===== config.mk =====
export PLATFORM = sky130hd
export DESIGN_NAME = snes_region_ctrl
export DESIGN_NICKNAME = d
export VERILOG_FILES = /design/src/rtl/snes_region_ctrl.sv
export SDC_FILE = /design/constraint.sdc
export NUM_CORES = 1
export LEC_CHECK = 0
export CAP_MARGIN = 20
export CORE_MARGIN = 8
export CORE_UTILIZATION = 63
export CTS_BUF_LIST = sky130_fd_sc_hd__clkbuf_4
export DETAILED_ROUTE_END_ITERATION = 8
export PLACE_DENSITY = 0.89
export SLEW_MARGIN = 20
export SYNTH_ARGS = -nofsm -noshare
export SYNTH_HDL_FRONTEND = slang
export SYNTH_SLANG_ARGS = --single-unit
export TNS_END_PERCENT = 100

===== constraint.sdc =====
create_clock -name MCLK_i -period 2.5 [get_ports MCLK_i]
set_input_delay 0.5 -clock MCLK_i [delete_from_list [all_inputs] [get_ports MCLK_i]]
set_output_delay 0.5 -clock MCLK_i [all_outputs]
set_load 0.02 [all_outputs]

===== src/rtl/snes_region_ctrl.sv =====
// Region/mode controller for the SNES multi-region board.
// Short presses of the console reset button become normal console resets.
// A long hold steps through four region modes. The chosen mode is applied
// while the console is held in reset, so mode outputs never change under a
// running console.
module snes_region_ctrl #(
    parameter int CNT_W    = 25,
    parameter int DEB_CYC  = 429545,
    parameter int LONG_CYC = 21477270,
    parameter int STEP_CYC = 21477270,
    parameter int RST_HOLD = 2147727
) (
    input  logic       MCLK_i,
    input  logic       NRST_i,
    input  logic       NRST_BTN_i,
    input  logic [1:0] MODE_DEFAULT_i,
    output logic       NRST_CONSOLE_o,
    output logic       PALMODE_o,
    output logic       EN_REGPATCH_o,
    output logic       DEJITTER_BYPASS_o,
    output logic [1:0] LED_o
);

    localparam logic [CNT_W-1:0] CNT_ZERO = {CNT_W{1'b0}};
    localparam logic [CNT_W-1:0] CNT_ONE  = {{(CNT_W-1){1'b0}}, 1'b1};
    localparam logic [CNT_W-1:0] DEB_END  = CNT_W'(DEB_CYC - 1);
    localparam logic [CNT_W-1:0] LONG_END = CNT_W'(LONG_CYC - 1);
    localparam logic [CNT_W-1:0] STEP_END = CNT_W'(STEP_CYC - 1);
    localparam logic [CNT_W-1:0] HOLD_END = CNT_W'(RST_HOLD - 1);

    typedef enum logic [2:0] {
        ST_BOOT    = 3'd0,
        ST_IDLE    = 3'd1,
        ST_PRESS   = 3'd2,
        ST_SELECT  = 3'd3,
        ST_RELEASE = 3'd4,
        ST_APPLY   = 3'd5
    } state_t;

    // Next mode in the cycle NTSC -> PAL -> NTSC+patch -> PAL+patch -> NTSC.
    function automatic logic [1:0] mode_inc(input logic [1:0] m);
        return m + 2'd1;
    endfunction

    logic             btn_meta_r;
    logic             btn_sync_r;
    logic             btn_db_r;
    logic [CNT_W-1:0] deb_cnt_r;

    state_t           state_r;
    state_t           state_s;
    logic [CNT_W-1:0] cnt_r;
    logic [CNT_W-1:0] cnt_s;
    logic [1:0]       mode_r;
    logic [1:0]       mode_s;
    logic [1:0]       pend_r;
    logic [1:0]       pend_s;
    logic [1:0]       pend_step_s;

    logic             nrst_console_r;
    logic             pal_r;
    logic             patch_r;
    logic [1:0]       led_r;

    // Two-flop synchronizer for the asynchronous button; idles released.
    always_ff @(posedge MCLK_i or negedge NRST_i) begin
        if (!NRST_i) begin
            btn_meta_r <= 1'b1;
            btn_sync_r <= 1'b1;
        end else begin
            btn_meta_r <= NRST_BTN_i;
            btn_sync_r <= btn_meta_r;
        end
    end

    // Debounce: accept a new level only after it has held for DEB_CYC cycles.
    always_ff @(posedge MCLK_i or negedge NRST_i) begin
        if (!NRST_i) begin
            deb_cnt_r <= CNT_ZERO;
            btn_db_r  <= 1'b1;
        end else if (btn_sync_r == btn_db_r) begin
            deb_cnt_r <= CNT_ZERO;
        end else if (deb_cnt_r == DEB_END) begin
            deb_cnt_r <= CNT_ZERO;
            btn_db_r  <= btn_sync_r;
        end else begin
            deb_cnt_r <= deb_cnt_r + CNT_ONE;
        end
    end

    // Next-state, shared counter, pending and applied mode.
    always_comb begin
        state_s     = state_r;
        cnt_s       = cnt_r;
        mode_s      = mode_r;
        pend_s      = pend_r;
        pend_step_s = pend_r;
        case (state_r)
            ST_BOOT: begin
                mode_s  = MODE_DEFAULT_i;
                cnt_s   = CNT_ZERO;
                state_s = ST_APPLY;
            end
            ST_IDLE: begin
                cnt_s = CNT_ZERO;
                if (!btn_db_r) begin
                    state_s = ST_PRESS;
                end else begin
                    state_s = ST_IDLE;
                end
            end
            ST_PRESS: begin
                if (btn_db_r) begin
                    state_s = ST_RELEASE;
                    cnt_s   = CNT_ZERO;
                end else if (cnt_r == LONG_END) begin
                    state_s = ST_SELECT;
                    pend_s  = mode_inc(mode_r);
                    cnt_s   = CNT_ZERO;
                end else begin
                    cnt_s = cnt_r + CNT_ONE;
                end
            end
            ST_SELECT: begin
                // A step landing on the release cycle still counts.
                if (cnt_r == STEP_END) begin
                    pend_step_s = mode_inc(pend_r);
                    cnt_s       = CNT_ZERO;
                end else begin
                    pend_step_s = pend_r;
                    cnt_s       = cnt_r + CNT_ONE;
                end
                pend_s = pend_step_s;
                if (btn_db_r) begin
                    mode_s  = pend_step_s;
                    state_s = ST_APPLY;
                    cnt_s   = CNT_ZERO;
                end else begin
                    state_s = ST_SELECT;
                end
            end
            ST_RELEASE, ST_APPLY: begin
                if (cnt_r == HOLD_END) begin
                    state_s = ST_IDLE;
                    cnt_s   = CNT_ZERO;
                end else begin
                    cnt_s = cnt_r + CNT_ONE;
                end
            end
            default: begin
                state_s = ST_BOOT;
                cnt_s   = CNT_ZERO;
            end
        endcase
    end

    // FSM state, counter and mode registers.
    always_ff @(posedge MCLK_i or negedge NRST_i) begin
        if (!NRST_i) begin
            state_r <= ST_BOOT;
            cnt_r   <= CNT_ZERO;
            mode_r  <= 2'd0;
            pend_r  <= 2'd0;
        end else begin
            state_r <= state_s;
            cnt_r   <= cnt_s;
            mode_r  <= mode_s;
            pend_r  <= pend_s;
        end
    end

    // Output registers: console reset follows the next state so it drops on
    // the same edge the FSM leaves IDLE; mode outputs lag the applied mode.
    always_ff @(posedge MCLK_i or negedge NRST_i) begin
        if (!NRST_i) begin
            nrst_console_r <= 1'b0;
            pal_r          <= 1'b0;
            patch_r        <= 1'b0;
            led_r          <= 2'd0;
        end else begin
            nrst_console_r <= (state_s == ST_IDLE);
            pal_r          <= mode_r[0];
            patch_r        <= mode_r[1];
            led_r          <= (state_r == ST_SELECT) ? pend_r : mode_r;
        end
    end

    assign NRST_CONSOLE_o    = nrst_console_r;
    assign PALMODE_o         = pal_r;
    assign EN_REGPATCH_o     = patch_r;
    assign DEJITTER_BYPASS_o = pal_r;
    assign LED_o             = led_r;

endmodule

Word level (Yosys, flattened, before mapping)
Index checks and enable logic that the tools add are counted.
{"block": "word_totals", "reg_bits": 65, "latchBits": 0, "mem_bits_rw": 0, "rom_bits": 0, "out_inout_bits": 6, "word_cells": 57, "memories": 0}
{"block": "op_classes", "addsub": 4, "n_mul": 0, "div": 0, "magnitude_cmp": 0, "eq_ne": 13, "shifts": 0, "n_mux": 19, "n_bitwise": 1, "n_reduce_logical": 8}
{"operator": "two-way mux 25 bit", "n": 5}
{"operator": "adder 25 x 1 -> 25 bit (second input constant)", "n": 2}
{"operator": "case mux 25 bit (2 select lines)", "n": 1}
{"operator": "== test 25 x 19 -> 1 bit (second input constant)", "n": 1}
{"operator": "== test 25 x 22 -> 1 bit (second input constant)", "n": 1}
{"operator": "== test 25 bit (second input constant)", "n": 1}
{"operator": "case mux 3 bit (5 select lines)", "n": 1}
{"operator": "two-way mux 2 bit", "n": 6}
{"operator": "two-way mux 3 bit", "n": 4}
{"operator": "case mux 2 bit (2 select lines)", "n": 2}
{"operator": "== test 3 x 1 -> 1 bit (second input constant)", "n": 2}
{"operator": "== test 3 x 2 -> 1 bit (second input constant)", "n": 2}
{"operator": "== test 3 bit (second input constant)", "n": 2}
{"operator": "inequality test 2 bit (second input constant)", "n": 3}
{"operator": "adder 2 x 1 -> 2 bit (second input constant)", "n": 2}
{"operator": "AND reduction 2 bit", "n": 2}
{"operator": "nonzero test 2 bit", "n": 2}
{"operator": "OR reduction 2 bit", "n": 2}
{"operator": "logical NOT 3 bit", "n": 1}
{"operator": "AND reduction 3 bit", "n": 1}
{"operator": "== test 1 bit", "n": 1}
{"operator": "NOT 1 bit", "n": 1}

Depth between registers and ports, before layout
Gate-level depths: netlist of run 1.
{"block": "logic_depth", "depth_word": 5, "ltp_mapped": 9, "ltp_nobuf": 7}

Worst setup path before layout of run 1
OpenSTA, ideal clock, no wires.
{"block": "synth_path", "kind": "register to register", "start": "reg cnt_r[20]", "end": "reg cnt_r[10]", "setup_time_ns": 0.119, "arrival_time_ns": 1.850, "t_required_ns": 2.381, "setup_slack_ns": 0.531, "stages_incl_launch_ff": 7, "path_buffers": 1, "period_less_slack_ns": 1.969, "path_cell_list": "dfrtp_1 > or4_4 > nor4_4 > and3_4 > o32a_4 > buf_6 > nor2_1"}
{"block": "synth_via", "elab_chain_len": 4, "word_cells_on_any_way": 6}
{"item": "start, declared", "line_no": "52", "text": "logic [CNT_W-1:0] cnt_r;"}
{"item": "start signal, assigned", "line_no": "166", "text": "cnt_r <= cnt_s;"}
{"item": "== test 25 bit", "line_no": "116, 126"}
{"item": "two-way mux 25 bit", "line_no": "116, 126"}
{"item": "two-way mux 25 bit", "line_no": "134", "text": "if (btn_db_r) begin"}
{"item": "case mux 25 bit (2 select lines) (*)", "line_no": "98", "text": "case (state_r)"}
{"item": "net cnt_s[10]", "line_no": "53", "text": "logic [CNT_W-1:0] cnt_s;"}
The timed path passes the listed nets; every way through them passes the cells marked *.
A chain may end at the register's enable or synchronous reset.

Worst setup path in the final report of run 1
{"block": "layout_path", "start": "reg cnt_r[20]", "end": "reg cnt_r[19]"}
The elaborated chain is that of the path after synthesis.

==> results of run 1 <==
cell type report:
type | instances | area share (%)
clock buffers | 9 | 1.832
repair buffers | 14 | 3.733
inverters | 14 | 1.425
multi-input cells | 267 | 44.96
well taps | 72 | 2.443
flip-flops and latches | 65 | 44.21
clock inverters | 7 | 1.391
final timing paths:
| path | start | endpoint | cells past startpoint | slack (ns) |
|---|---|---|---|---|
| setup / recovery | cnt_r[20]$_DFF_PN0_ | cnt_r[19]$_DFF_PN0_ | 5 | 0.25 |
| min in group MCLK_i | btn_meta_r$_DFF_PN1_ | btn_sync_r$_DFF_PN1_ | 0 | 0.37 |
| hold reg to reg | btn_meta_r$_DFF_PN1_ | btn_sync_r$_DFF_PN1_ | 0 | 0.37 |
| hold / removal | NRST_i | deb_cnt_r[13]$_DFF_PN0_ | 2 | 0.07 |
| max in group asynchronous | NRST_i | btn_meta_r$_DFF_PN1_ | 2 | 2.13 |
| setup reg to reg | cnt_r[20]$_DFF_PN0_ | cnt_r[19]$_DFF_PN0_ | 5 | 0.25 |
metal layers:
layer	part of all wire, %	wire, um	vias up	track usage, %
met5	0	0	-	0
met4	1.7	117	0	6.344
met3	4.9	329	12	6.824
met2	49	3303	82	29.88
met1	44	3007	1298	24.16
li1	-	-	1266	-
cell families after synthesis:
| group | after synthesis |
|---|---|
| AO/OA/AOI/OAI | 23 |
| multiplexers | 1 |
| buffers and inverters | 28 |
| flip-flops | 65 |
| adder cells (fa/ha/maj) | 8 |
| AND/OR/NAND/NOR | 187 |
| XOR/XNOR | 48 |
worst reg2reg max path, delay by kind of cell (launching register included):
family | cells | cell delay (ns)
simple gates | 4 | 1.30
flops | 1 | 0.46
compound gates | 1 | 0.34
layout by cell type, fill, tap and decap left out, types with 2 or more instances in the layout:
| master | instances |
|---|---|
| sky130_fd_sc_hd__xnor2_1 | 22 |
| sky130_fd_sc_hd__inv_1 | 14 |
| sky130_fd_sc_hd__or2_2 | 2 |
| sky130_fd_sc_hd__a21oi_1 | 6 |
| sky130_fd_sc_hd__nor2_1 | 69 |
| sky130_fd_sc_hd__ha_1 | 8 |
| sky130_fd_sc_hd__nand2_1 | 26 |
| sky130_fd_sc_hd__nor4_1 | 11 |
| sky130_fd_sc_hd__nor2b_1 | 2 |
| sky130_fd_sc_hd__dfstp_2 | 3 |
| sky130_fd_sc_hd__nand3_1 | 22 |
| sky130_fd_sc_hd__clkbuf_4 | 9 |
| sky130_fd_sc_hd__xor2_1 | 26 |
| sky130_fd_sc_hd__dfrtp_1 | 62 |
| sky130_fd_sc_hd__nor4b_1 | 2 |
| sky130_fd_sc_hd__and3_1 | 9 |
| sky130_fd_sc_hd__o21ai_0 | 4 |
| sky130_fd_sc_hd__and4_1 | 6 |
| sky130_fd_sc_hd__buf_4 | 3 |
| sky130_fd_sc_hd__inv_6 | 3 |
| sky130_fd_sc_hd__nor3_1 | 7 |
| sky130_fd_sc_hd__clkdlybuf4s50_1 | 9 |
| sky130_fd_sc_hd__nand4_1 | 21 |
where the power goes:
| part | internal (W) | switching (W) |
|---|---|---|
| Clock | 0.000211 | 0.000413 |
| Sequential | 0.00106 | 0.00000974 |
| Combinational | 0.0000263 | 0.0000435 |
sequential cells by signal, indices dropped and copies added (netlist names):
| name | cells |
|---|---|
| DEJITTER_BYPASS_o | 1 |
| EN_REGPATCH_o | 1 |
| LED_o | 2 |
| NRST_CONSOLE_o | 1 |
| btn_db_r | 1 |
| btn_meta_r | 1 |
| btn_sync_r | 1 |
| cnt_r | 25 |
| deb_cnt_r | 25 |
| mode_r | 2 |
| pend_r | 2 |
| state_r | 3 |
through the flow:
stage / std cells / util, % / power, W / hold WS (ns) / setup WS, ns
finish: 448 / 68.65 / 0.001766 / 0.07119 / 0.2543
global route: 448 / 68.65 / 0.001840 / 0.05861 / 0.09137
CTS: 448 / 68.65 / 0.001789 / 0.06043 / 0.2687
detailed placement: 432 / 66.43 / 0.001164 / 0.3506 / 0.3084
global placement: 432 / 66.43 / 0.001161 / 0.3464 / 0.3686
floorplan: 360 / - / 0.001121 / 0.2044 / 0.5310
==> impl_metrics.env, run 1 <==
export IMPL_cts_htree_levels=3
export IMPL_synth_cell_area_um2=3416
export IMPL_synthXorXnorAreaFrac_pct=12.31
export IMPL_post_cts_hold_buffer_count=0
export IMPL_postCtsResizedCells=0
export IMPL_ir_worst_vdd_mv=0.4271
export IMPL_n_fill_cell=398
export IMPL_area_growth_pct=7.949
export IMPL_cells_along_the_critical_path="or4_4, nor4_4, and3_4, o32a_4, nor2_1"
export IMPL_post_dp_hpwl_mm=4.595
export IMPL_synthMuxAreaShare_pct=0.2930
export IMPL_synth_largest_area_cell="sky130_fd_sc_hd__dfrtp_1"
export IMPL_path_clk_slew_ns=0.12
export IMPL_start_kind="flip-flop"
export IMPL_clock_sinks=65
export IMPL_yosys_warnings=0
export IMPL_worst_skew_pair_late_latency_ns=0.43
export IMPL_area_of_the_multi_input_gates_um2=1658
export IMPL_synth_compound_area_share_pct=4.908
export IMPL_clock_skew_ns=0.02088
export IMPL_starting_density_of_the_core_pct=63.59
export IMPL_synth_top_cells_by_area="sky130_fd_sc_hd__dfrtp_1 (45%), sky130_fd_sc_hd__nor2_1 (7.6%), sky130_fd_sc_hd__xor2_1 (6.7%)"
export IMPL_synth_cells_most_frequent="sky130_fd_sc_hd__nor2_1 (69), sky130_fd_sc_hd__dfrtp_1 (62), sky130_fd_sc_hd__nand2_1 (26), sky130_fd_sc_hd__xor2_1 (26)"
export IMPL_yosys_top_cell_area_share_pct=45.42
export IMPL_final_seq_area_um2=1630
export IMPL_worstHoldPathType="in2async"
export IMPL_pin_count_of_the_biggest_net_entering_global_routing=66
export IMPL_finalSetupViolCount=0
export IMPL_worst_setup_path_class="reg2reg"
export IMPL_rsz0062_at_grt="false"
export IMPL_synthDistinctLibCells=47
export IMPL_post_synth_top_count_cell="sky130_fd_sc_hd__nor2_1"
export IMPL_placedInstanceArea_um2=3568
export IMPL_rows=27
export IMPL_gr_usage_all_layers_pct=19.15
export IMPL_coreArea_um2=5371
export IMPL_share_of_synthesized_cell_area_in_full_adder_half_adder_and_majority_cells_pct=2.930
export IMPL_route_detailed_vias_per_inst=5.933
export IMPL_combinational_family_with_the_most_area_after_synthesis="simple AND/OR/NAND/NOR gates"
export IMPL_crit_arrival_ns=2.54
export IMPL_timing_max_transition_violations_final=0
export IMPL_port_buffers=10
export IMPL_finalInstanceArea_um2=3687
export IMPL_worst_path_largest_cell_delay_ns=0.58
export IMPL_crit_path_max_fanout=25
export IMPL_ant_nets=0
export IMPL_boundaryPins=11
export IMPL_final_layout_size_suffix_gt1_share_pct=7.979
export IMPL_fin_setup_tns_ns=0
export IMPL_cts_repair_timing_setup_buffer_count=0
export IMPL_worst_pin_slew_ns=0.5966
export IMPL_globalRoute_totalOverflow=0
export IMPL_clock_tree_root_cell="sky130_fd_sc_hd__clkbuf_4"
export IMPL_cp_buffers_inverters=0
export IMPL_grt_pass1_vias=2560
export IMPL_leakage_nw=1.590
export IMPL_timing_slew_headroom_pct=59.86
export IMPL_timing_hold_violations_final=0
export IMPL_ys_seq_elements=65
export IMPL_fp_dieW_um=89.64
export IMPL_die_y_um=89.64
export IMPL_grt_first_pass_wirelength_mm=11.74
export IMPL_gpl_final_weighted_congestion=0.8521
export IMPL_seq_total_area_yosys_pct=47.73
export IMPL_power_per_cell_area_nw_per_um2=479.0
export IMPL_synth_area_per_cell_um2=9.488
export IMPL_asyncSetResetFlopFracSynth_pct=100.0
export IMPL_synthFlopType="sky130_fd_sc_hd__dfrtp_1"
export IMPL_post_synth_inst_count=360
export IMPL_fin_crit_period_ns=2.246
export IMPL_crit_slowest_cell="sky130_fd_sc_hd__or4_4"
export IMPL_antennaDiodeCount=0
export IMPL_tritoncts_clock_tree="done"
export IMPL_synth_fp_nets=373
export IMPL_initial_antenna_violation_count=0
export IMPL_fin_crit_sh_pct=89.83
export IMPL_cts_buffers_inserted=9
export IMPL_simple_gate_fraction_of_synth_area_pct=28.10
export IMPL_crit_family="simple AND/OR/NAND/NOR gates"
export IMPL_clk_path_buf_depth=2
export IMPL_run_status="finished, final reports clean"
export IMPL_drt_initial_drc_count=163
export IMPL_drt_pass1_iterations=4
export IMPL_crit_required_ns=2.79
export IMPL_area_of_the_die_um2=8034
export IMPL_nets=384
export IMPL_via_count=2658
export IMPL_maxCapViolCount=0
export IMPL_detail_route_wl_per_cell_um=15.08
export IMPL_fmaxAchievable_mhz=445.3
export IMPL_endpoint_kind="flip-flop"
export IMPL_wl_mm=6.758
export IMPL_synth_enable_flop_cells=0
export IMPL_route_detailed_drc=0
No activity file was read; power rests on OpenSTA's default activity.
==> inputs of run 2 (changes only) <==
--- a/config.mk
+++ b/config.mk
@@ -10,6 +10,7 @@
 export CORE_UTILIZATION = 63
 export CTS_BUF_LIST = sky130_fd_sc_hd__clkbuf_4
 export DETAILED_ROUTE_END_ITERATION = 8
+export HOLD_SLACK_MARGIN = 0.06
 export PLACE_DENSITY = 0.89
 export SLEW_MARGIN = 20
 export SYNTH_ARGS = -nofsm -noshare
==> run 2 against run 1 <==
Compared with the run above:
- sequential share of layout area shrank 0.12 points
- non-clock buffer count grew 1
- core utilization grew 0.19 points
- critical path depth is the same
- maximum frequency is essentially flat
- first-iteration DRC count is the same
- flip-flop and latch count is the same
- clock power is essentially flat
- worst hold slack gained 0.30 ns
- clock skew is essentially flat
- wire length grew 0.27%
- critical path type unchanged
- highest routed layer unchanged
==> impl_metrics.env, run 2 (synthesized netlist as in run 1, its figures left out) <==
export IMPL_run_status="finished, final reports clean"
export IMPL_fin_setup_tns_ns=0
export IMPL_nets=385
export IMPL_drt_initial_drc_count=163
export IMPL_n_fill_cell=397
export IMPL_area_of_the_die_um2=8034
export IMPL_most_heavily_used_metal_layer_in_global_routing="met2"
export IMPL_crit_arrival_ns=2.54
export IMPL_finalPower_w=0.001769
export IMPL_fp_dieW_um=89.64
export IMPL_power_per_cell_area_nw_per_um2=478.5
export IMPL_final_layout_size_suffix_gt1_share_pct=7.958
export IMPL_fmaxAchievable_mhz=445.7
export IMPL_area_growth_pct=8.242
export IMPL_rsz0062_at_grt="false"
export IMPL_clock_sinks=65
export IMPL_post_dp_hpwl_mm=4.595
export IMPL_postCtsResizedCells=0
export IMPL_cts_buffers_inserted=9
export IMPL_die_y_um=89.64
export IMPL_gr_usage_all_layers_pct=19.15
export IMPL_maxCapViolCount=0
export IMPL_cts_htree_levels=3
export IMPL_endpoint_kind="flip-flop"
export IMPL_worst_r2r_setup_slack_ns=0.26
export IMPL_drt_pass1_iterations=5
export IMPL_starting_density_of_the_core_pct=63.59
export IMPL_global_route_usage_met1_pct=24.16
export IMPL_start_kind="flip-flop"
export IMPL_gpl_final_weighted_congestion=0.8521
export IMPL_fin_crit_period_ns=2.244
export IMPL_timing_slew_headroom_pct=59.03
export IMPL_path_clk_slew_ns=0.12
export IMPL_route_detailed_drc=0
export IMPL_clock_skew_ns=0.02095
export IMPL_rows=27
export IMPL_grt_first_pass_wirelength_mm=11.74
export IMPL_tritoncts_clock_tree="done"
export IMPL_crit_required_ns=2.79
export IMPL_detail_route_wl_per_cell_um=15.09
export IMPL_worst_setup_path_class="reg2reg"
export IMPL_pin_count_of_the_biggest_net_entering_global_routing=66
export IMPL_clk_path_buf_depth=2
export IMPL_global_route_usage_met2_pct=29.88
export IMPL_grt_met3_usage_pct=6.824
export IMPL_timing_hold_violations_final=0
export IMPL_finalInstanceArea_um2=3697
export IMPL_initial_antenna_violation_count=0
export IMPL_ant_nets=0
export IMPL_route_detailed_vias_per_inst=5.842
export IMPL_final_common_cell="sky130_fd_sc_hd__nor2_1"
export IMPL_finalSetupViolCount=0
export IMPL_port_buffers=10
export IMPL_boundaryPins=11
export IMPL_antennaDiodeCount=0
export IMPL_via_count=2623
export IMPL_crit_path_max_fanout=25
export IMPL_grt_pass1_vias=2560
export IMPL_largest_regs="cnt_r x25, deb_cnt_r x25, state_r x3"
export IMPL_final_cell_mix="sky130_fd_sc_hd__nor2_1 (69), sky130_fd_sc_hd__dfrtp_1 (62), sky130_fd_sc_hd__nand2_1 (26), sky130_fd_sc_hd__xor2_1 (26)"
export IMPL_leakage_nw=1.594
export IMPL_worstHoldPathType="reg2reg"
export IMPL_timing_max_transition_violations_final=0
export IMPL_placedInstanceArea_um2=3568
export IMPL_ir_worst_vdd_mv=0.4273
export IMPL_clock_tree_root_cell="sky130_fd_sc_hd__clkbuf_4"
export IMPL_globalRoute_totalOverflow=0
export IMPL_fin_crit_sh_pct=89.75
export IMPL_worst_pin_slew_ns=0.6089
export IMPL_worst_skew_pair_late_latency_ns=0.43
export IMPL_wl_mm=6.776
export IMPL_coreArea_um2=5371
-- run 2: where the power goes --
group	internal, W	switching (W)
clock	0.000211	0.000415
sequential	0.00106	0.00000989
combinational	0.0000273	0.0000437
total	0.00130	0.000469
-- run 2: cell type report --
class / instances / area, um^2 / share of cell area (%)
Timing Repair Buffer: 15 / 147.6 / 3.993
Tap cell: 72 / 90.09 / 2.437
Sequential cell: 65 / 1630 / 44.09
Clock buffer: 9 / 67.56 / 1.827
Multi-Input combinational cell: 267 / 1658 / 44.84
Clock inverter: 7 / 51.30 / 1.387
Inverter: 14 / 52.55 / 1.421
-- run 2: repair_timing --
| item | in CTS | in global routing |
|---|---|---|
| hold buffers | 0 | 1 |
| hold endpoints to repair | 0 | 5 |
| buffers inserted | 0 | 0 |
-- run 2: layer usage --
layer	share of wire, %	vias up
li1	-	1266
met1	45	1281
met2	49	68
met3	4.5	8
met4	1.2	0
met5	0	-
-- run 2: final timing paths --
path | from | endpoint | depth (start not counted)
max | cnt_r[20]$_DFF_PN0_ | cnt_r[21]$_DFF_PN0_ | 5
max reg2reg | cnt_r[20]$_DFF_PN0_ | cnt_r[21]$_DFF_PN0_ | 5
min | btn_meta_r$_DFF_PN1_ | btn_sync_r$_DFF_PN1_ | 0
min reg2reg | btn_meta_r$_DFF_PN1_ | btn_sync_r$_DFF_PN1_ | 0
min in group asynchronous | NRST_i | deb_cnt_r[13]$_DFF_PN0_ | 3
max in group asynchronous | NRST_i | btn_meta_r$_DFF_PN1_ | 3
-- run 2: worst max-delay path, stage by stage (launching register included) --
cell,delay (ns)
sky130_fd_sc_hd__dfrtp_1,0.46
sky130_fd_sc_hd__or4_4,0.58
sky130_fd_sc_hd__nor4_4,0.35
sky130_fd_sc_hd__and3_4,0.27
sky130_fd_sc_hd__o32a_4,0.34
sky130_fd_sc_hd__nor2_1,0.10
-- run 2: per-stage QoR --
step	setup WS [ns]	std cells	utilization [%]	hold WS (ns)
2_1_floorplan	0.5310	360	-	0.2044
3_3_place_gp	0.3686	432	66.43	0.3464
3_5_place_dp	0.3084	432	66.43	0.3506
4_1_cts	0.2687	448	68.65	0.06043
5_1_grt	0.09137	449	68.83	0.3695
6_report	0.2561	449	68.83	0.3681
